==> config.mk <==
export PLATFORM = sky130hd
export DESIGN_NAME = alu_result_fifo
export DESIGN_NICKNAME = d
export VERILOG_FILES = /design/src/rtl/alu_result_fifo.sv
export SDC_FILE = /design/constraint.sdc
export NUM_CORES = 1
export LEC_CHECK = 0
export ABC_AREA = 1
export CAP_MARGIN = 10
export CORE_ASPECT_RATIO = 2
export CORE_MARGIN = 3
export CORE_UTILIZATION = 30
export CTS_BUF_LIST = sky130_fd_sc_hd__clkbuf_16
export CTS_CLUSTER_DIAMETER = 80
export DETAILED_ROUTE_END_ITERATION = 8
export GPL_TIMING_DRIVEN = 1
export PLACE_DENSITY_LB_ADDON = 0.08
export SETUP_SLACK_MARGIN = 0.2
export SKIP_LAST_GASP = 1
export SYNTH_ARGS = -nofsm -noshare
export SYNTH_HDL_FRONTEND = slang
export SYNTH_SLANG_ARGS = --single-unit
==> constraint.sdc <==
create_clock -name clk -period 1.8 [get_ports clk]
set_clock_uncertainty 0.05 [all_clocks]
set_input_delay 0.18 -clock clk [delete_from_list [all_inputs] [get_ports clk]]
set_output_delay 0.18 -clock clk [all_outputs]
set_load 0.02 [all_outputs]
==> src/rtl/alu_result_fifo.sv <==
// Result buffer behind the pipelined 4-bit ALU: packs each result beat with its flags into a
// first-word-fall-through FIFO, drops (and counts) beats that arrive while full, and keeps sticky flags.
module alu_result_fifo #(
    parameter int ADDR_W = 2,
    parameter int CNT_W  = 8
) (
    input  logic              clk,
    input  logic              rst_n,
    input  logic              in_valid,
    input  logic [3:0]        Result,
    input  logic              SLT_Flag,
    input  logic              Zero_Flag,
    input  logic              Carry_Flag,
    input  logic              Overflow_Flag,
    input  logic              out_ready,
    output logic              out_valid,
    output logic [7:0]        out_data,
    output logic [ADDR_W:0]   fill_level,
    output logic              full,
    output logic              empty,
    input  logic              sticky_clr,
    output logic [3:0]        sticky_flags,
    output logic [CNT_W-1:0]  drop_count
);
    localparam int DEPTH = 2 ** ADDR_W;
    localparam logic [ADDR_W:0] DEPTH_L = (ADDR_W + 1)'(DEPTH);

    logic [7:0]        mem [DEPTH];
    logic [ADDR_W-1:0] wr_ptr;
    logic [ADDR_W-1:0] rd_ptr;
    logic [ADDR_W:0]   count;
    logic [3:0]        beat_flags;
    logic [7:0]        entry;
    logic              push;
    logic              pop;
    logic              drop;

    assign beat_flags = {Overflow_Flag, Carry_Flag, Zero_Flag, SLT_Flag};
    assign entry      = {beat_flags, Result};

    // Output handshake: an entry transfers on a cycle where out_valid && out_ready; while
    // out_ready is low the head (out_valid, out_data) holds and is never retracted.
    // The input side has no backpressure: a beat that finds the FIFO full and not popping is lost.
    assign pop  = out_valid & out_ready;
    assign push = in_valid & (~full | pop);
    assign drop = in_valid & full & ~pop;

    assign fill_level = count;
    assign full       = (count == DEPTH_L);
    assign empty      = (count == '0);
    assign out_valid  = ~empty;
    assign out_data   = mem[rd_ptr];

    // Storage is deliberately left unreset; out_data is meaningless while empty.
    always_ff @(posedge clk) begin
        if (push) begin
            mem[wr_ptr] <= entry;
        end
    end

    always_ff @(posedge clk or negedge rst_n) begin
        if (!rst_n) begin
            wr_ptr <= '0;
            rd_ptr <= '0;
            count  <= '0;
        end else begin
            if (push) begin
                wr_ptr <= wr_ptr + 1'b1;
            end
            if (pop) begin
                rd_ptr <= rd_ptr + 1'b1;
            end
            if (push && !pop) begin
                count <= count + 1'b1;
            end else if (pop && !push) begin
                count <= count - 1'b1;
            end
        end
    end

    // Dropped beats still contribute flags; a clear coinciding with a beat keeps that beat's flags.
    always_ff @(posedge clk or negedge rst_n) begin
        if (!rst_n) begin
            sticky_flags <= '0;
        end else if (sticky_clr) begin
            sticky_flags <= in_valid ? beat_flags : 4'b0000;
        end else if (in_valid) begin
            sticky_flags <= sticky_flags | beat_flags;
        end
    end

    always_ff @(posedge clk or negedge rst_n) begin
        if (!rst_n) begin
            drop_count <= '0;
        end else if (drop && (drop_count != '1)) begin
            drop_count <= drop_count + 1'b1;
        end
    end

endmodule

# After elaboration in Yosys (flattened, before gate mapping)

Memory sizes are Yosys's and may differ from the RTL's.
Cells that the tools add are included.

Register bits: 19
RAM bits: 32
Output and inout bits: 26
Logic and storage cells: 37
Memories kept: 1

$add $sub $neg: 5
Eq/ne operators: 2
Muxes and demuxes: 7
Bitwise logic cells: 9
Reduce and logical (&&, ||, !) cells: 8

Memory list:

| name | depth | width | rd ports | clocked after memory_dff | write ports | line | source |
|---|---|---|---|---|---|---|---|
| mem  | 4     | 8     | 1        | 0                        | 1           | 28   | `logic [7:0] mem [DEPTH];` |

Operator list:

| kind                | number |
|---|---|
| $mux 4              | 3 |
| $add 8x1->8 const B | 1 |
| $ne 8x8->1 const B  | 1 |
| $mux 3              | 2 |
| $add 2x1->2 const B | 2 |
| $and 1x1->1         | 4 |
| $or 4x4->4          | 1 |
| $reduce_bool 2->1   | 2 |
| $add 3x1->3 const B | 1 |
| $eq 3x3->1 const B  | 1 |
| $logic_and 1x1->1   | 3 |
| $logic_not 3->1     | 1 |
| $not 1->1           | 3 |
| $sub 3x1->3 const B | 1 |
| $logic_not 1->1     | 2 |
| $mux 1              | 2 |
| $or 1x1->1          | 1 |

# Depth between registers and ports, before layout

Gate-level depths: netlist of run 1.

Depth after elaboration: 9
Gate-level depth with buffers: 10
Gate-level depth less buffers: 10

# Worst setup path before layout of run 1

OpenSTA, ideal clock, no wires.

Path type: register -> register
Start: reg count[1] (netlist: fill_level[1])
End: reg count[2] (netlist: fill_level[2])
Setup time: 79 ps
Data arrival time: 1983 ps
Required time: 1671 ps
Path slack: -312 ps
Stages on the path, launching flop included: 10
Path through: dfrtp_1 nor2_2 nand2_1 nand2_1 ha_1 inv_1 fa_1 or2_0 nand2_1 xor2_1

Longest elaborated chain between the ends: 8

Ends and longest elaborated chain:

| item                               | line | source |
|---|---|---|
| start, declared                    | 31   | `logic [ADDR_W:0] count;` |
| start signal, assigned             | 74   | `count <= count + 1'b1;` |
| start signal, assigned             | 76   | `count <= count - 1'b1;` |
| $logic_not 3->1 *                  | 50   | `assign empty = (count == '0);` |
| $not 1->1 *                        | 51   | `assign out_valid = ~empty;` |
| named net out_valid                | 16   | `output logic out_valid,` |
| $and 1x1->1 *                      | 44   | `assign pop = out_valid & out_ready;` |
| $or 1x1->1                         | 45   | `assign push = in_valid & (~full \| pop);` |
| $and 1x1->1                        | 45   |  |
| $logic_not 1->1                    | 75   | `end else if (pop && !push) begin` |
| $logic_and 1x1->1                  | 75   |  |
| $reduce_bool 2->1 (no source line) | n/a  |  |

The timed path passes the listed nets; every way through them passes the cells marked *. The select of a mux whose other input is x is not followed.
A chain may end at the register's enable or synchronous reset.

# Worst setup path after layout of run 1

Start: reg count[1] (netlist: fill_level[1])
End: reg count[1] (netlist: fill_level[1])

Longest elaborated chain between the ends: 8

Ends and longest elaborated chain:

| item                               | line | source |
|---|---|---|
| $logic_not 3->1                    | 50   |  |
| $not 1->1                          | 51   |  |
| $and 1x1->1                        | 44   |  |
| $or 1x1->1 *                       | 45   |  |
| $and 1x1->1 *                      | 45   |  |
| named net push                     | 34   | `logic push;` |
| $logic_not 1->1                    | 75   |  |
| $logic_and 1x1->1                  | 75   |  |
| $reduce_bool 2->1 (no source line) | n/a  |  |

Marks and branches as above.

==> results of run 1 <==
[sequential cells by signal, summed over array words and instances, names as in the netlist]
signal	flops
drop_count	8
fill_level	3
mem	32
rd_ptr	2
sticky_flags	4
wr_ptr	2
[cells by family (layout without fill, tap and decap cells)]
logic type | Yosys count | count (layout) | share of synthesized area (%)
XOR/XNOR | 7 | 7 | 2.72
flip-flops | 51 | 51 | 63.7
adder cells (fa/ha/maj) | 7 | 7 | 4.22
AO/OA/AOI/OAI | 33 | 33 | 7.77
multiplexers | 1 | 1 | 0.499
AND/OR/NAND/NOR | 85 | 85 | 16.3
buffers and inverters | 27 | 103 | 4.77
[what timing repair did]
| item | CTS | global route |
|---|---|---|
| setup endpoints to repair | 20 | 12 |
| buffers inserted | 3 | 3 |
| resized for setup | 54 | 33 |
| gates cloned | 0 | 2 |
| pin swaps | 1 | 9 |
[metrics by stage]
step / area, um^2 / std cells / setup TNS (ns) / setup WS (ns)
4_1_cts: 3150 / 374 / -0.0759 / -0.0541
5_1_grt: 3280 / 379 / -0.198 / -0.121
3_5_place_dp: 2990 / 363 / -0.638 / -0.288
3_3_place_gp: 2990 / 363 / -0.521 / -0.266
2_1_floorplan: 2300 / 211 / -0.273 / -0.148
6_report: 3280 / 379 / -0.0510 / -0.0510
[power groups by stage]
stage | Sequential, mW | Combinational (mW) | Clock [mW]
finish | 1.70 | 2.34 | 1.07
floorplan | 1.78 | 1.00 | 0
global placement | 1.71 | 2.13 | 0
global route | 1.73 | 2.55 | 1.13
detailed placement | 1.71 | 2.14 | 0
CTS | 1.71 | 2.02 | 1.10
[worst min-delay path by stage]
stage                     cells past startpoint  slack (ns)              end            start
after detailed placement                      2        0.47  sticky_flags[2]  sticky_flags[2]
after global routing                          2        0.22  sticky_flags[2]            rst_n
after CTS                                     2        0.18    drop_count[7]            rst_n
after floorplan                               0       -0.17    drop_count[0]            rst_n
after global placement                        2        0.47  sticky_flags[3]  sticky_flags[3]
final                                         2        0.18    fill_level[0]            rst_n
[cell type report]
cell class | count | area share [%]
Sequential cell | 51 | 43.9
Multi-Input combinational cell | 133 | 23.9
Timing Repair Buffer | 70 | 19.9
Clock buffer | 5 | 3.81
Tap cell | 92 | 3.51
Inverter | 24 | 3.39
Clock inverter | 3 | 1.41
Timing Repair inverter | 1 | 0.267
[cell usage in the layout, fill, tap and decap left out, types with 4 or more instances in the layout]
cell type / count
sky130_fd_sc_hd__nor2_1: 23
sky130_fd_sc_hd__o21ai_1: 6
sky130_fd_sc_hd__clkbuf_16: 6
sky130_fd_sc_hd__edfxtp_1: 32
sky130_fd_sc_hd__dfrtp_1: 15
sky130_fd_sc_hd__xor2_1: 4
sky130_fd_sc_hd__dlymetal6s2s_1: 4
sky130_fd_sc_hd__buf_2: 5
sky130_fd_sc_hd__nand2_1: 44
sky130_fd_sc_hd__dlygate4sd2_1: 7
sky130_fd_sc_hd__o21ai_0: 14
sky130_fd_sc_hd__clkdlybuf4s50_1: 16
sky130_fd_sc_hd__inv_1: 20
sky130_fd_sc_hd__buf_4: 30
sky130_fd_sc_hd__o22ai_1: 7
sky130_fd_sc_hd__ha_1: 5
sky130_fd_sc_hd__dfrtp_2: 4
[layer usage]
layer	share of wire [%]	vias up	wire length, um
met5	0	-	0
met4	2.0	0	105
met3	3.1	8	160
met2	57	34	2990
met1	38	799	1980
li1	-	849	-
[worst max-delay path, stage by stage (launching register included)]
cell and delay, ns:
sky130_fd_sc_hd__dfrtp_2 0.43, sky130_fd_sc_hd__nor2_4 0.15, sky130_fd_sc_hd__nand3_2 0.11, sky130_fd_sc_hd__nand2_4 0.09, sky130_fd_sc_hd__inv_4 0.04, sky130_fd_sc_hd__ha_4 0.14, sky130_fd_sc_hd__inv_2 0.05, sky130_fd_sc_hd__fa_2 0.42
sky130_fd_sc_hd__mux2_4 0.27
==> metrics list, run 1 <==
* Met1 Track Usage GR: between 10% and 20%
- The number of clock buffers added by TritonCTS is 5.
- Internal power component: 3.29 mW
- The number of antenna violations at the first check in global routing was 0.
* Via count: 1690
- The design draws roughly 5 mW.
- The worst path uses 103% of the clock period.
- Relative slew margins: between 80 and 90%
- For the worst flop-to-flop path, the logic depth is 8.
- CTS saw just over 50 sinks.
- The via count of the first global-routing pass was about 1700.
- Via density: between 4 and 5
- Across all setup checks in the final design, the least slack found is -0.0510 ns.
- The share of total power dissipated in combinational logic is between 40% and 50%.
* Count of synthesis-stage warnings from yosys: 0
- The die is roughly 130 um tall.
- During I/O placement, the number of pins put on the boundary was 39.
* Mean routed wirelength per cell: 13.8 um
- Most used DFF post-synth: sky130_fd_sc_hd__edfxtp_1
* Hold_buf cts: 0
- Worst slack on hold paths: 0.177 ns
- The share of total power dissipated in the clock network is 21.0%.
* Net switching power: ~1.8 mW
- The pre-antenna-repair detailed-routing pass consisted of 4 iterations.
- Remaining antenna violation count after routing: 0
* Post-route minimum period: ~1.9 ns
* Number of fill cells in the layout: just over 700
- Mean cell area of the mapped netlist: 10.7 um^2
- Number of max-cap violations: 0
- Relative to the synthesized area, the layout overhead comes to 45.6%.
- Most frequently used cell type in the post-synthesis netlist: sky130_fd_sc_hd__nand2_1
- The synthesized netlist contains 26 unique library cells.
* Area of the die: 0.00865 mm^2
- Worst r2r dst: fill_level[1]
* Clk Tree Root Cell: sky130_fd_sc_hd__clkbuf_16
* Async set-or-reset flop fraction in the synthesized netlist: a little under two fifths
- Biggest area consumer among synthesized cells: sky130_fd_sc_hd__edfxtp_1
- Aggregate global-route resource usage: ~13%
- Highest achievable clock rate: roughly 0.54 GHz
- Global routing consumed, on the met2 layer, 24.8% of the routing resources.
- Number of diodes: 0
- After legalization and detailed placement, the total HPWL measured 3750 um.
- Proportion of netlist area held by the largest area contributor: 42.6%
* Die Wd: 67.3 um
* Crit path launch type: flip-flop
- Setup violations remaining at the end of the flow were counted as 1.
- After global routing, the most crowded layer is met2.
* Number of nets produced by synthesis: around 230
- End point of the critical path: fill_level[1]
* Fraction of layout instances using a drive strength above 1: between 20% and 30%
* DRC violation total after the first TritonRoute iteration: 37
- In this run the power density over the cells is about 1600 mW/mm^2.
* Required @ worst endpoint: between 1.5 and 2 ns
- Of the total power, registers draw about a third.
- Sw frac: between 30 and 40%
- Depth of the CTS H-tree: 2
- Top cells by count, synth: 47 x sky130_fd_sc_hd__nand2_1, 32 x sky130_fd_sc_hd__edfxtp_1, 24 x sky130_fd_sc_hd__nor2_1, 21 x sky130_fd_sc_hd__inv_1, 21 x sky130_fd_sc_hd__o21ai_0
- Worst Path Max Fanout: 3
- After detailed routing, the number of remaining DRC violations is 0.
* Pin count of the biggest net entering global routing: 20
* Violated checks: negative setup slack
* Outcome: complete, but fails checks
- Endpoint type of the worst setup path: flip-flop
- Tracing the worst setup path back leads to its startpoint at fill_level[1].
* Initial Util: 31.0%
- Sequential cells were found to cover between 60% and 70% of the synthesized design area.
- Path category of the worst min-delay check: primary input to async pin
- First-pass GRT wire length: ~8200 um
* Core Region: roughly 0.0073 mm^2
- Routability-driven placement finished with a final weighted congestion of roughly 0.7.
- Area of combinational cells with multiple inputs: 783 um^2
- Counting flops and latches in the post-synthesis netlist gives approximately 50.
* Slew @ Worst Pin: between 0.2 and 0.3 ns
- Across the whole layout, storage elements account for 0.00144 mm^2.
- Core utilization of the finished layout: 45.2%
- Synthesis handed over a netlist of around 210 instances.
- Worst Setup Path Type: flip-flop to flip-flop
* Hold Fails Final Rpt: 0
- The startpoint identified for the worst register-to-register timing path is fill_level[1].
- Summed over all cells, the static leakage comes to 1.45 nW.
- Across the VDD grid, the largest voltage drop is roughly 620 uV.
* Clock tree from TritonCTS: built
- The clock passes through at most 2 buffers.
- After detailed routing, the total wire length is between 5000 and 6000 um.
- Port buffering added 38 buffers.
- For flop-to-flop paths, the worst setup slack is -0.05 ns.
- Setup repair after global routing could not meet its margin everywhere.
- CP arrival: slightly below 2 ns
* Global Route met3 Usage: under 10%
* Max-slew violation total from the final report: 0
- Yosys mapped a number of flops with a built-in enable equal to 32.
- Clock-pin slew of the registers on the worst-case setup and hold paths: approximately 0.060 ns
- Ranked by total cell area, the synthesized netlist is headed by sky130_fd_sc_hd__edfxtp_1 43%, sky130_fd_sc_hd__dfrtp_1 21%, sky130_fd_sc_hd__nand2_1 7.8%, sky130_fd_sc_hd__o21ai_0 4.7%, sky130_fd_sc_hd__nor2_1 4.0%.
- Summed instance area of the synthesized netlist: 0.00225 mm^2
- For the worst-skew pair, the clock arrives at the later sink with an insertion delay of roughly 0.28 ns.
- Fin nets: 306
- The floorplan has 44 rows.
* Total overflow reported by the global router: 0
Note: power is estimated with default switching activity, not from simulation.
==> run 2, diff against run 1 <==
--- a/config.mk
+++ b/config.mk
@@ -6,7 +6,7 @@
 export NUM_CORES = 1
 export LEC_CHECK = 0
 export ABC_AREA = 1
-export CAP_MARGIN = 10
+export CAP_MARGIN = 20
 export CORE_ASPECT_RATIO = 2
 export CORE_MARGIN = 3
 export CORE_UTILIZATION = 30
==> results of run 2 <==
No change in the layout: final DEF, timing and power equal those of run 1.
